### src/rtl/fetch_pkg.sv
// Shared types and constants for the instruction-fetch front end.
package fetch_pkg;

  localparam int XLEN_PKG = 32;
  localparam logic [31:0] NOP_INSTR = 32'h0000_0013;

  typedef enum logic [1:0] {
    BOOT  = 2'd0,
    RUN   = 2'd1,
    DRAIN = 2'd2
  } fetch_state_e;

  typedef struct packed {
    logic [XLEN_PKG-1:0] instr;
    logic [XLEN_PKG-1:0] pc;
  } fetch_entry_t;

endpackage

### src/rtl/fetch_if.sv
// Bundle of the fetch unit's memory, decode and redirect signals.
interface fetch_if #(
  parameter int XLEN = 32
);
  // A transfer happens in a cycle where valid && ready; the sender keeps valid
  // and payload stable until then. The memory response and redirect have no ready.
  logic            imem_req_valid;
  logic            imem_req_ready;
  logic [XLEN-1:0] imem_req_addr;
  logic            imem_rsp_valid;
  logic [XLEN-1:0] imem_rsp_data;
  logic            instr_valid;
  logic            instr_ready;
  logic [XLEN-1:0] instr;
  logic [XLEN-1:0] instr_pc;
  logic            pcsrc;
  logic [XLEN-1:0] pc_target;

  modport master (
    output imem_req_valid, imem_req_addr, instr_valid, instr, instr_pc,
    input  imem_req_ready, imem_rsp_valid, imem_rsp_data, instr_ready, pcsrc, pc_target
  );

  modport slave (
    input  imem_req_valid, imem_req_addr, instr_valid, instr, instr_pc,
    output imem_req_ready, imem_rsp_valid, imem_rsp_data, instr_ready, pcsrc, pc_target
  );
endinterface

### src/rtl/fetch_sync_fifo.sv
// Small synchronous FIFO with flush; a pop frees its slot for a same-cycle push.
module sync_fifo #(
  parameter int WIDTH = 32,
  parameter int DEPTH = 2
) (
  input  logic                     clk,
  input  logic                     rst,
  input  logic                     flush,
  input  logic                     push,
  input  logic [WIDTH-1:0]         din,
  input  logic                     pop,
  output logic [WIDTH-1:0]         dout,
  output logic [$clog2(DEPTH):0]   count
);
  localparam int AW = $clog2(DEPTH);
  localparam logic [AW:0] FULL_CNT = (AW+1)'(DEPTH);

  logic [WIDTH-1:0] mem [DEPTH];
  logic [AW-1:0]    rd_ptr;
  logic [AW-1:0]    wr_ptr;
  logic             do_push;
  logic             do_pop;

  always_comb begin
    do_pop  = pop && (count != '0);
    do_push = push && ((count != FULL_CNT) || do_pop);
  end

  assign dout = mem[rd_ptr];

  always_ff @(posedge clk) begin
    if (rst || flush) begin
      rd_ptr <= '0;
      wr_ptr <= '0;
      count  <= '0;
    end else begin
      if (do_push) wr_ptr <= wr_ptr + AW'(1);
      if (do_pop)  rd_ptr <= rd_ptr + AW'(1);
      case ({do_push, do_pop})
        2'b10:   count <= count + (AW+1)'(1);
        2'b01:   count <= count - (AW+1)'(1);
        default: count <= count;
      endcase
    end
  end

  always_ff @(posedge clk) begin
    if (do_push && !flush) mem[wr_ptr] <= din;
  end
endmodule

### src/rtl/fetch_unit.sv
// Instruction-fetch front end: owns the PC, issues credit-limited word reads,
// buffers returned instructions and drops responses made stale by a redirect.
module fetch_unit
  import fetch_pkg::*;
#(
  parameter int              XLEN     = 32,
  parameter logic [XLEN-1:0] RESET_PC = '0,
  parameter int              DEPTH    = 2
) (
  input  logic         clk,
  input  logic         rst,
  fetch_if.master      bus,
  output fetch_state_e dbg_state
);
  localparam int CW = $clog2(DEPTH) + 1;
  localparam int DW = 8;
  localparam logic [CW:0] CREDIT = (CW+1)'(DEPTH);

  fetch_state_e    state, state_next;
  logic [XLEN-1:0] pc, pc_next;
  logic [DW-1:0]   drop_cnt, drop_next;
  logic [CW-1:0]   outstanding;
  logic [CW-1:0]   buf_count;
  logic [XLEN-1:0] req_pc;
  fetch_entry_t    head;
  fetch_entry_t    push_entry;
  logic            req_valid, req_fire, rsp_drop, rsp_live, head_valid, pop;

  // Live outstanding equals the request-PC FIFO occupancy: both grow on an
  // accepted request, shrink on a live response and clear on redirect.
  sync_fifo #(.WIDTH(XLEN), .DEPTH(DEPTH)) u_pc_fifo (
    .clk(clk), .rst(rst), .flush(bus.pcsrc),
    .push(req_fire), .din(pc), .pop(rsp_live), .dout(req_pc), .count(outstanding)
  );

  sync_fifo #(.WIDTH($bits(fetch_entry_t)), .DEPTH(DEPTH)) u_ibuf (
    .clk(clk), .rst(rst), .flush(bus.pcsrc),
    .push(rsp_live), .din(push_entry), .pop(pop), .dout(head), .count(buf_count)
  );

  always_comb begin
    req_valid  = (state != BOOT) && (({1'b0, outstanding} + {1'b0, buf_count}) < CREDIT);
    req_fire   = req_valid && bus.imem_req_ready;
    rsp_drop   = bus.imem_rsp_valid && (drop_cnt != '0);
    rsp_live   = bus.imem_rsp_valid && (drop_cnt == '0) && (outstanding != '0);
    head_valid = (buf_count != '0);
    pop        = head_valid && bus.instr_ready && !bus.pcsrc;
    push_entry = '{instr: bus.imem_rsp_data, pc: req_pc};

    pc_next    = pc;
    drop_next  = drop_cnt - DW'(rsp_drop);
    if (bus.pcsrc) begin
      pc_next   = {bus.pc_target[XLEN-1:2], 2'b00};
      // Everything still live, plus a request accepted right now, becomes stale.
      drop_next = drop_next + DW'(outstanding - CW'(rsp_live)) + DW'(req_fire);
    end else if (req_fire) begin
      pc_next = pc + XLEN'(4);
    end

    state_next = state;
    case (state)
      BOOT:    state_next = RUN;
      default: state_next = (drop_next != '0) ? DRAIN : RUN;
    endcase
  end

  always_ff @(posedge clk) begin
    if (rst) begin
      state    <= BOOT;
      pc       <= RESET_PC;
      drop_cnt <= '0;
    end else begin
      state    <= state_next;
      pc       <= pc_next;
      drop_cnt <= drop_next;
    end
  end

  assign bus.imem_req_valid = req_valid;
  assign bus.imem_req_addr  = pc;
  assign bus.instr_valid    = head_valid;
  assign bus.instr          = head_valid ? head.instr : '0;
  assign bus.instr_pc       = head_valid ? head.pc : '0;
  assign dbg_state          = state;
endmodule

### src/flat_wrapper.sv
// flat-port wrapper written by rule: the top's interface ports become plain ports
module fetch_unit_flat import fetch_pkg::*;
#(
  parameter int              XLEN     = 32,
  parameter logic [XLEN-1:0] RESET_PC = '0,
  parameter int              DEPTH    = 2
)
  (clk, rst, dbg_state, bus_imem_req_valid, bus_imem_req_addr, bus_instr_valid, bus_instr, bus_instr_pc, bus_imem_req_ready, bus_imem_rsp_valid, bus_imem_rsp_data, bus_instr_ready, bus_pcsrc, bus_pc_target);
  fetch_if #(.XLEN(XLEN)) bus_i ();
  input  logic clk;
  input  logic rst;
  output fetch_state_e dbg_state;
  output wire logic [$bits(bus_i.imem_req_valid)-1:0] bus_imem_req_valid;
  output wire logic [$bits(bus_i.imem_req_addr)-1:0] bus_imem_req_addr;
  output wire logic [$bits(bus_i.instr_valid)-1:0] bus_instr_valid;
  output wire logic [$bits(bus_i.instr)-1:0] bus_instr;
  output wire logic [$bits(bus_i.instr_pc)-1:0] bus_instr_pc;
  input wire logic [$bits(bus_i.imem_req_ready)-1:0] bus_imem_req_ready;
  input wire logic [$bits(bus_i.imem_rsp_valid)-1:0] bus_imem_rsp_valid;
  input wire logic [$bits(bus_i.imem_rsp_data)-1:0] bus_imem_rsp_data;
  input wire logic [$bits(bus_i.instr_ready)-1:0] bus_instr_ready;
  input wire logic [$bits(bus_i.pcsrc)-1:0] bus_pcsrc;
  input wire logic [$bits(bus_i.pc_target)-1:0] bus_pc_target;
  assign bus_imem_req_valid = bus_i.imem_req_valid;
  assign bus_imem_req_addr = bus_i.imem_req_addr;
  assign bus_instr_valid = bus_i.instr_valid;
  assign bus_instr = bus_i.instr;
  assign bus_instr_pc = bus_i.instr_pc;
  assign bus_i.imem_req_ready = bus_imem_req_ready;
  assign bus_i.imem_rsp_valid = bus_imem_rsp_valid;
  assign bus_i.imem_rsp_data = bus_imem_rsp_data;
  assign bus_i.instr_ready = bus_instr_ready;
  assign bus_i.pcsrc = bus_pcsrc;
  assign bus_i.pc_target = bus_pc_target;
  fetch_unit #(.XLEN(XLEN), .RESET_PC(RESET_PC), .DEPTH(DEPTH)) u_core (.clk(clk), .rst(rst), .bus(bus_i), .dbg_state(dbg_state));
endmodule
### config.mk
export PLATFORM = sky130hd
export DESIGN_NAME = fetch_unit_flat
export DESIGN_NICKNAME = d
export VERILOG_FILES = /design/src/rtl/fetch_pkg.sv /design/src/rtl/fetch_if.sv /design/src/rtl/fetch_sync_fifo.sv /design/src/rtl/fetch_unit.sv /design/src/flat_wrapper.sv
export SDC_FILE = /design/constraint.sdc
export NUM_CORES = 1
export LEC_CHECK = 0
export ABC_AREA = 1
export CORE_MARGIN = 2
export CORE_UTILIZATION = 25
export DETAILED_ROUTE_END_ITERATION = 12
export HOLD_SLACK_MARGIN = 0.05
export PLACE_DENSITY = 0.48
export SETUP_SLACK_MARGIN = 0.05
export SLEW_MARGIN = 20
export SYNTH_ARGS = -nofsm -noshare
export SYNTH_HDL_FRONTEND = slang
export SYNTH_SLANG_ARGS = --single-unit
### constraint.sdc
create_clock -name clk -period 10.2 [get_ports clk]
set_clock_uncertainty 0.05 [all_clocks]
set_input_delay 2.04 -clock clk [delete_from_list [all_inputs] [get_ports clk]]
set_output_delay 2.04 -clock clk [all_outputs]
set_load 0.005 [all_outputs]
# Word level (Yosys, flattened, before mapping)
# Memory sizes are Yosys's and may differ from the RTL's. A register that Yosys moved wholly into a read port is not among the register bits.
# Cells that the tools add are included.
[totals]
n_memories = 2
ram_bits = 192
elab_cells = 80
output_inout_bits = 100
ff_bits = 50
input_bits = 70
[op_classes]
magnitude_cmp = 1
n_reduce_logical = 29
add_sub_neg = 14
n_eq_ne = 6
n_mux = 17
[mem_list]
columns = ["name", "depth", "word_bits", "rd", "rd_ports_with_merged_regs", "write_ports", "line_no", "source"]
rows = [
  ["u_core.u_ibuf.mem", 2, 64, 1, 1, 1, "fetch_sync_fifo.sv:18", "logic [WIDTH-1:0] mem [DEPTH];"],
  ["u_core.u_pc_fifo.mem", 2, 32, 1, 1, 1, "fetch_sync_fifo.sv:18", ""],
]
[op_table]
columns = ["op", "n"]
rows = [
  ["two-way mux 32 bit", 4],
  ["adder 32 x 3 -> 32 bit, second input constant", 1],
  ["nonzero test 8 bit", 2],
  ["logical AND 1 bit", 13],
  ["nonzero test 2 bit", 6],
  ["two-way mux 1 bit", 9],
  ["adder 8 x 1 -> 8 bit", 1],
  ["adder 8 bit", 1],
  ["zero test 8 bit", 1],
  ["two-way mux 8 bit", 1],
  ["case mux 2 bit (2 select lines)", 2],
  ["subtractor 8 x 1 -> 8 bit", 1],
  ["adder 1 bit, second input constant", 4],
  ["adder 2 x 1 -> 2 bit, second input constant", 2],
  ["equality test 2 x 1 -> 1 bit, second input constant", 2],
  ["equality test 2 bit, second input constant", 2],
  ["inequality test 2 bit, second input constant", 2],
  ["OR reduction 2 bit", 2],
  ["subtractor 2 x 1 -> 2 bit, second input constant", 2],
  ["adder 2 x 2 -> 3 bit", 1],
  ["logical OR 1 bit", 3],
  ["< comparator 3 x 2 -> 1 bit, second input constant", 1],
  ["subtractor 2 x 1 -> 3 bit", 1],
  ["zero test 2 bit", 1],
  ["other kinds (2)", 2],
]

# Logic depth before layout (Yosys ltp)
# Gate-level depths: netlist of the first run.
[depth]
depth_word = 10
ltp_mapped = 22

# Hierarchy
# Synthesis of the first run repeated with hierarchy kept, for this count alone.
[hier_totals]
cells_unflattened = 1008
area_unflattened_um2 = 11045.6
[by_module_without_submodules]
columns = ["module", "cells_each", "area_each_um2", "instances", "seq_area_each_um2"]
rows = [
  ["sync_fifo at u_core.u_ibuf", 234, 4890.9, 1, 3943.8],
  ["fetch_unit", 639, 3593.4, 1, 800.8],
  ["sync_fifo at u_core.u_pc_fifo", 135, 2561.2, 1, 2021.9],
]

# Least setup slack after synthesis of the first run
# No wires, ideal clock.
[synth_path]
path_kind = "input to register"
start = "input bus_pcsrc"
end = "memory u_core.u_ibuf.mem[0][10] (netlist name), enable pin"
n_path_buf = 3
setup_time_ps = 635
required_time_ps = 9515
cell_stages = 4
t_arrival_ps = 8550
path_slack_ps = 965
path_cell_list = "clkbuf_2 buf_2 buf_1 nor4_1"
[synth_between]
elab_chain_cells = 8
[synth_rtl]
columns = ["element", "line_no", "source"]
rows = [
  ["start: declaration", "flat_wrapper.sv:22", "input wire logic [$bits(bus_i.pcsrc)-1:0] bus_pcsrc;"],
  ["zero test 1 bit *", "fetch_sync_fifo.sv:48, fetch_unit.sv:47", ""],
  ["logical AND 1 bit", "fetch_unit.sv:47", "pop = head_valid && bus.instr_ready && !bus.pcsrc;"],
  ["logical AND 1 bit", "fetch_sync_fifo.sv:25", "do_pop = pop && (count != '0);"],
  ["logical OR 1 bit", "fetch_sync_fifo.sv:26", "do_push = push && ((count != FULL_CNT) || do_pop);"],
  ["logical AND 1 bit", "fetch_sync_fifo.sv:26", ""],
  ["logical AND 1 bit *", "fetch_sync_fifo.sv:48", "if (do_push && !flush) mem[wr_ptr] <= din;"],
  ["two-way mux 1 bit *", "fetch_sync_fifo.sv:48", ""],
  ["two-way mux 1 bit (implied by the code) *", "fetch_sync_fifo.sv:48", ""],
  ["end: declaration", "fetch_sync_fifo.sv:18", ""],
]
# Mark *: on every way between the ends. The rest lies on a longest branch, timed or not.

==> flow_summary.toml, run 1 <==
[critical_path]
critPathRequiredTime_ns = 8.11
cp.arrival_ns = 2.78
cp_slowest_stage_delay_ns = 0.58
crit_chain = "inv_2 -> buf_4 -> nand2_1 -> a21oi_1 -> clkdlybuf4s50_1"
endpoint_kind = "output port"
crit_fanout = 56
cpMaxStageDelayCell = "buf_4"
critPathKind = "reg2out"
startpoint_type = "flop"

[synth]
syn_area_sq_um = 10200
yosys-top-cells-area = "edfxtp_1, nand2_1, dfxtp_1"
synthesis.area_per_instance_sq_um = 10.4
synth_top_family_by_area = "simple AND/OR/NAND/NOR gates"
synth-seq-cells = 234
async_reset_ff_share_pct = 0
yosys.area_share.xor_xnor_pct = 2.14
seq_area_frac_synth_pct = 63.7
synthDistinctLibCells = 39
yosysMostFrequentCell = "nand2_1"
synth_fa_ha_area_share_pct = 1.93
yosys.area_share.simple_pct = 17.8
ys_warn_count = 0
synth_edf_count = 184
synth.mux.area_fraction_pct = 3.30
synth_top_area_share_pct = 53.9
synthFlopType = "edfxtp_1"
syn_inst = 988
synth_commonest_cells = "nand2_1, edfxtp_1, a21oi_1"
yosysTopAreaCell = "edfxtp_1"
synth_compound_area_share_pct = 6.72

[placed_design]
place.gp.congestion = 0.782
placed_cells = 1654
dpl-instance-area_sq_um = 12500
portBuffers = 163
dp_hpwl_um = 18300

[finish]
area.growth.synth_to_final_pct = 30.0
stdcell_count = 1702
design_area_sq_um = 13300
fillers = 4151
drive_gt1_share_pct = 8.89
final_nets = 1235
antenna_cells = 0

[route]
post_drt_wl_per_cell_um = 16.7
drtIter0Drc = 383
vias = 7364
drtAntennaViolNets = 0
drc = 0
first_pass_iters = 4
viasPerCell = 4.33
wirelength_um = 28400

[cts]
h-tree-depth = 1
numCtsBuffers = 27
cts_sinks = 234
clkTransAtPathRegs_ns = 0.06
cts_hold_buffers = 0
clock_path_buffers = 3
cts_resized = 0
cts_setup_buffers = 0
cts_root_buf = "clkbuf_16"
cts_tree = "done"
insertion_delay_ns = 0.54

[sta]
slew_headroom_pct = 36.2
fin_crit_sh_pct = 47.7
hold_violations = 0
max_freq_mhz = 206
fin_setup_tns_ns = 0
min_period_ns = 4.87
grt_setup_unrepaired = "false"
setup-violations-final = 0
worst_pin_slew_ns = 0.957
maxSlewViolCount = 0

[global_route]
use_met1_pct = 17.1
gr-usage-all-layers_pct = 13.3
grt_pass1_vias = 7370
grt_max_degree = 65
globalRouteOverflowTotal = 0
grt_pass1_wl_um = 42900
met3_usage_pct = 2.85
grt_use_met2_pct = 22.3
antenna_found_initial = 0
top_usage_layer = "met2"

[floorplanning]
die_h_um = 206
dieArea_sq_um = 42600
start_util_pct = 25.2
die_w_um = 206
row_count = 74
io_pins = 170
core_sq_um = 40600

[pwr]
power.density_nw_per_um2 = 182
total_leakage_power_uw = 0.00473
ir_drop_mv = 0.103
p_total_uw = 2420

[outcome]
status = "finished clean"

[worst_hold_path]
hold_path.class = "reg2reg"

[flow_run]
cap_violations = 0
-- path summary, 6_finish.rpt --
check / start / depth (start not counted) / to / slack (ns)
min reg2reg: u_core.u_pc_fifo.rd_ptr / 1 / flop / 0.39
max: flop / 5 / bus_instr_pc[6] / 5.33
max reg2reg: u_core.u_ibuf.count[0] / 16 / u_core.dbg_state[1] / 6.53
min: u_core.u_pc_fifo.rd_ptr / 1 / flop / 0.39
-- per-layer routing --
layer	up-vias	part of all wire, %	routed length (um)
li1	3661	-	-
met1	3459	45	12700
met2	206	46	13100
met3	38	6.7	1910
met4	0	2.2	619
met5	-	0	0
-- cells by family after synthesis --
family / after synthesis
simple gates: 441
other cells: 1
xor+xnor: 25
compound gates: 130
mux: 30
fa+ha+maj: 14
flops: 234
buf+inv: 113
-- metrics by stage --
stage          hold WS (ns)  setup WS, ns  util, %
3_3_place_gp          0.381          4.91     30.7
3_5_place_dp          0.389          4.88     30.7
4_1_cts               0.396          5.22     32.7
6_report              0.392          5.33     32.8
5_1_grt               0.426          5.09     32.8
2_1_floorplan         0.376         0.965        -
-- cells in the final DEF (no fill, tap or decap), types with 2 or more instances in the layout --
cell,netlist,layout
fa_1,3,3
bufinv_16,0,3
a21oi_1,89,89
nand3_2,2,2
clkbuf_1,28,5
edfxtp_1,184,184
dfxtp_1,50,48
buf_2,4,2
clkinv_2,0,6
dfxtp_2,0,2
xor2_1,20,20
nor3_2,3,3
o21ai_0,21,21
nand2_1,298,298
nor3_1,8,8
a31oi_1,14,14
clkdlybuf4s50_1,0,161
nor3b_1,3,2
nor2_2,6,5
nand3b_1,2,2
clkinv_1,0,6
inv_1,67,67
inv_2,6,6
ha_1,11,11
clkbuf_16,0,27
nand3_1,41,41
nor2_1,63,61
xnor2_1,5,5
mux2_2,30,30
buf_4,4,8
conb_1,1,4
o211ai_1,2,2
nor2_4,1,4
and2_1,3,3
nand4_1,7,7
-- critical path, delay by kind of cell (launching register included) --
kind	cells	cell delay, ns
buffers and inverters	3	1.34
and+or+nand+nor	1	0.11
AOI/OAI and AO/OA	1	0.23
DFF	1	0.48
-- where the power goes --
part / total (uW) / internal, uW / switching [uW] / leakage, uW
sequential: 1110 / 1080 / 34.0 / 0.00208
combinational: 374 / 155 / 218 / 0.00223
clock: 935 / 558 / 378 / 0.000418
total: 2420 / 1790 / 630 / 0.00473
-- layout make-up --
type	instances	area, sq um	area share (%)
Clock buffer	32	694	5.21
Clock inverter	16	151	1.14
Inverter	73	274	2.06
Multi-Input combinational cell	644	3320	24.9
Sequential cell	234	6530	49.0
Tap cell	532	666	5.00
Timing Repair Buffer	171	1680	12.6
-- flip-flops by register name, summed over array words and instances, names as in the netlist, named ones only --
signal                    count
u_core.u_ibuf.mem           124
u_core.u_ibuf.wr_ptr          1
u_core.u_pc_fifo.wr_ptr       1
u_core.u_pc_fifo.rd_ptr       1
u_core.u_pc_fifo.mem         60
u_core.u_ibuf.count           2
u_core.dbg_state              2
u_core.u_ibuf.rd_ptr          1
u_core.u_pc_fifo.count        2
u_core.bus.imem_req_addr     30
u_core.drop_cnt               8
Note: power is estimated with default switching activity, not from simulation.
==> run 2: changes to the inputs <==
- clock period: 10.2 -> 4.7 ns (I/O delays scaled with it)
==> run 2 against run 1 <==
Total power up 120%. Non-clock buffer count is 5 higher. Sequential share of layout area fell by 0.47 points. Critical path depth is the same. Wire length shrank 0.43%. Cell area grew 0.97%. Worst setup slack worse by 4.2 ns. Largest cell class unchanged. Highest routed layer unchanged.
==> flow_summary.toml, run 2 (synthesis gave the netlist of run 1 again) <==
[outcome]
status = "finished clean"

[sta]
fin_setup_tns_ns = 0
hold_violations = 0
setup-violations-final = 0
fin_crit_sh_pct = 76.0
worst_pin_slew_ns = 0.812
slew_headroom_pct = 45.9
maxSlewViolCount = 0
min_period_ns = 3.57
max_freq_mhz = 280
grt_setup_unrepaired = "false"
holdWs_ns = 0.403

[route]
first_pass_iters = 5
drc = 0
post_drt_wl_per_cell_um = 16.5
viasPerCell = 4.31
drtIter0Drc = 370
vias = 7367
wirelength_um = 28200
drtAntennaViolNets = 0

[finish]
final_nets = 1241
drive_gt1_share_pct = 9.41
area.growth.synth_to_final_pct = 31.3
design_area_sq_um = 13400
seq_area_sq_um = 6530
antenna_cells = 0
top_register = "u_core.u_ibuf.mem"
largest_reg_flops = 124
multi_input_area_sq_um = 3320
stdcell_count = 1711
fillers = 4082
mostFrequentLayoutCell = "nand2_1"
layout_common_cells = "nand2_1, edfxtp_1, clkdlybuf4s50_1"

[cts]
clock_path_buffers = 3
insertion_delay_ns = 0.54
h-tree-depth = 1
cts_tree = "done"
cts_hold_buffers = 0
cts_sinks = 234
numCtsBuffers = 28
cts_resized = 0
cts_setup_buffers = 0
cts_root_buf = "clkbuf_16"
clkTransAtPathRegs_ns = 0.06

[placed_design]
placed_cells = 1659
place.gp.congestion = 0.838
portBuffers = 163
dpl-instance-area_sq_um = 12500
dp_hpwl_um = 18700

[global_route]
grt_max_degree = 63
grt_pass1_vias = 7167
grt_pass1_wl_um = 42000
globalRouteOverflowTotal = 0
gr-usage-all-layers_pct = 13.0
antenna_found_initial = 0

[critical_path]
crit_buf_inv = 3
crit_fanout = 26
cpMaxStageDelayCell = "clkdlybuf4s50_1"
critical-path-top-delay-family = "buffers and inverters"
cp_slowest_stage_delay_ns = 0.54
critPathRequiredTime_ns = 3.71
crit_chain = "inv_2 -> buf_4 -> nand2_1 -> a21oi_1 -> clkdlybuf4s50_1"
endpoint_kind = "output port"
cp.arrival_ns = 2.58
critPathKind = "reg2out"
startpoint_type = "flop"

[pwr]
power.density_nw_per_um2 = 396
total_leakage_power_uw = 0.00479
ir_drop_mv = 0.230

[floorplanning]
die_w_um = 206
row_count = 74
core_sq_um = 40600
die_h_um = 206
io_pins = 170
start_util_pct = 25.2
dieArea_sq_um = 42600

[worst_hold_path]
hold_path.class = "reg2reg"

[flow_run]
cap_violations = 0
-- run 2: cell types whose count changed in the layout (fill, tap and decap cells not counted), moves of 2 or more --
cell | previous run | this run
buf_12 | 0 | 3
buf_4 | 8 | 10
clkbuf_1 | 5 | 7
clkbuf_16 | 27 | 29
clkbuf_8 | 0 | 2
-- run 2: where the power goes --
group,internal [uW],switching [uW],leakage (uW),total [uW]
Combinational,344,473,0.00226,817
Clock,1260,835,0.000440,2100
Sequential,2340,75.6,0.00208,2410
-- run 2: path summary, 6_finish.rpt --
check | startpoint | slack (ns) | depth (start not counted) | end
setup reg to reg | u_core.u_ibuf.count[0] | 1.18 | 17 | u_core.dbg_state[0]
hold / removal | u_core.u_pc_fifo.rd_ptr | 0.40 | 1 | flop
setup / recovery | flop | 1.13 | 5 | bus_instr_pc[21]
hold reg to reg | u_core.u_pc_fifo.rd_ptr | 0.40 | 1 | flop
-- run 2: metal layers --
metal / global-route usage (%) / vias up / share of wire, %
met2: 21.4 / 187 / 46
li1: - / 3682 / -
met5: 0 / - / 0
met4: 3.09 / 0 / 1.8
met1: 17.4 / 3464 / 46
met3: 2.92 / 34 / 6.3
-- run 2: worst register-to-register path, stage by stage (launching register included) --
cell	delay [ns]
dfxtp_1	0.43
nand2_1	0.08
inv_1	0.07
fa_1	0.43
nor3_2	0.26
nand2_2	0.22
fa_1	0.50
fa_1	0.49
nand2_1	0.04
o21ai_0	0.12
nand2_1	0.09
nor2_1	0.13
nand3_1	0.09
nor2_1	0.10
nand3_1	0.08
nor2_1	0.13
nor2_1	0.05
nor2_1	0.09
-- run 2: layout make-up --
class / instances / share of cell area, %
flip-flops and latches: 234 / 48.6
clock buffers: 38 / 5.80
multi-input cells: 644 / 24.7
repair buffers: 176 / 13.1
clock inverters: 14 / 0.893
well taps: 532 / 4.95
inverters: 73 / 2.04
-- run 2: metrics by stage --
step | setup slack [ns] | power, uW | utilization (%)
after floorplan | 0.406 | 2960 | -
after global placement | 0.625 | 3280 | 30.9
after detailed placement | 0.649 | 3280 | 30.9
after CTS | 0.980 | 5400 | 33.1
after global routing | 0.819 | 5600 | 33.1
final | 1.13 | 5330 | 33.1
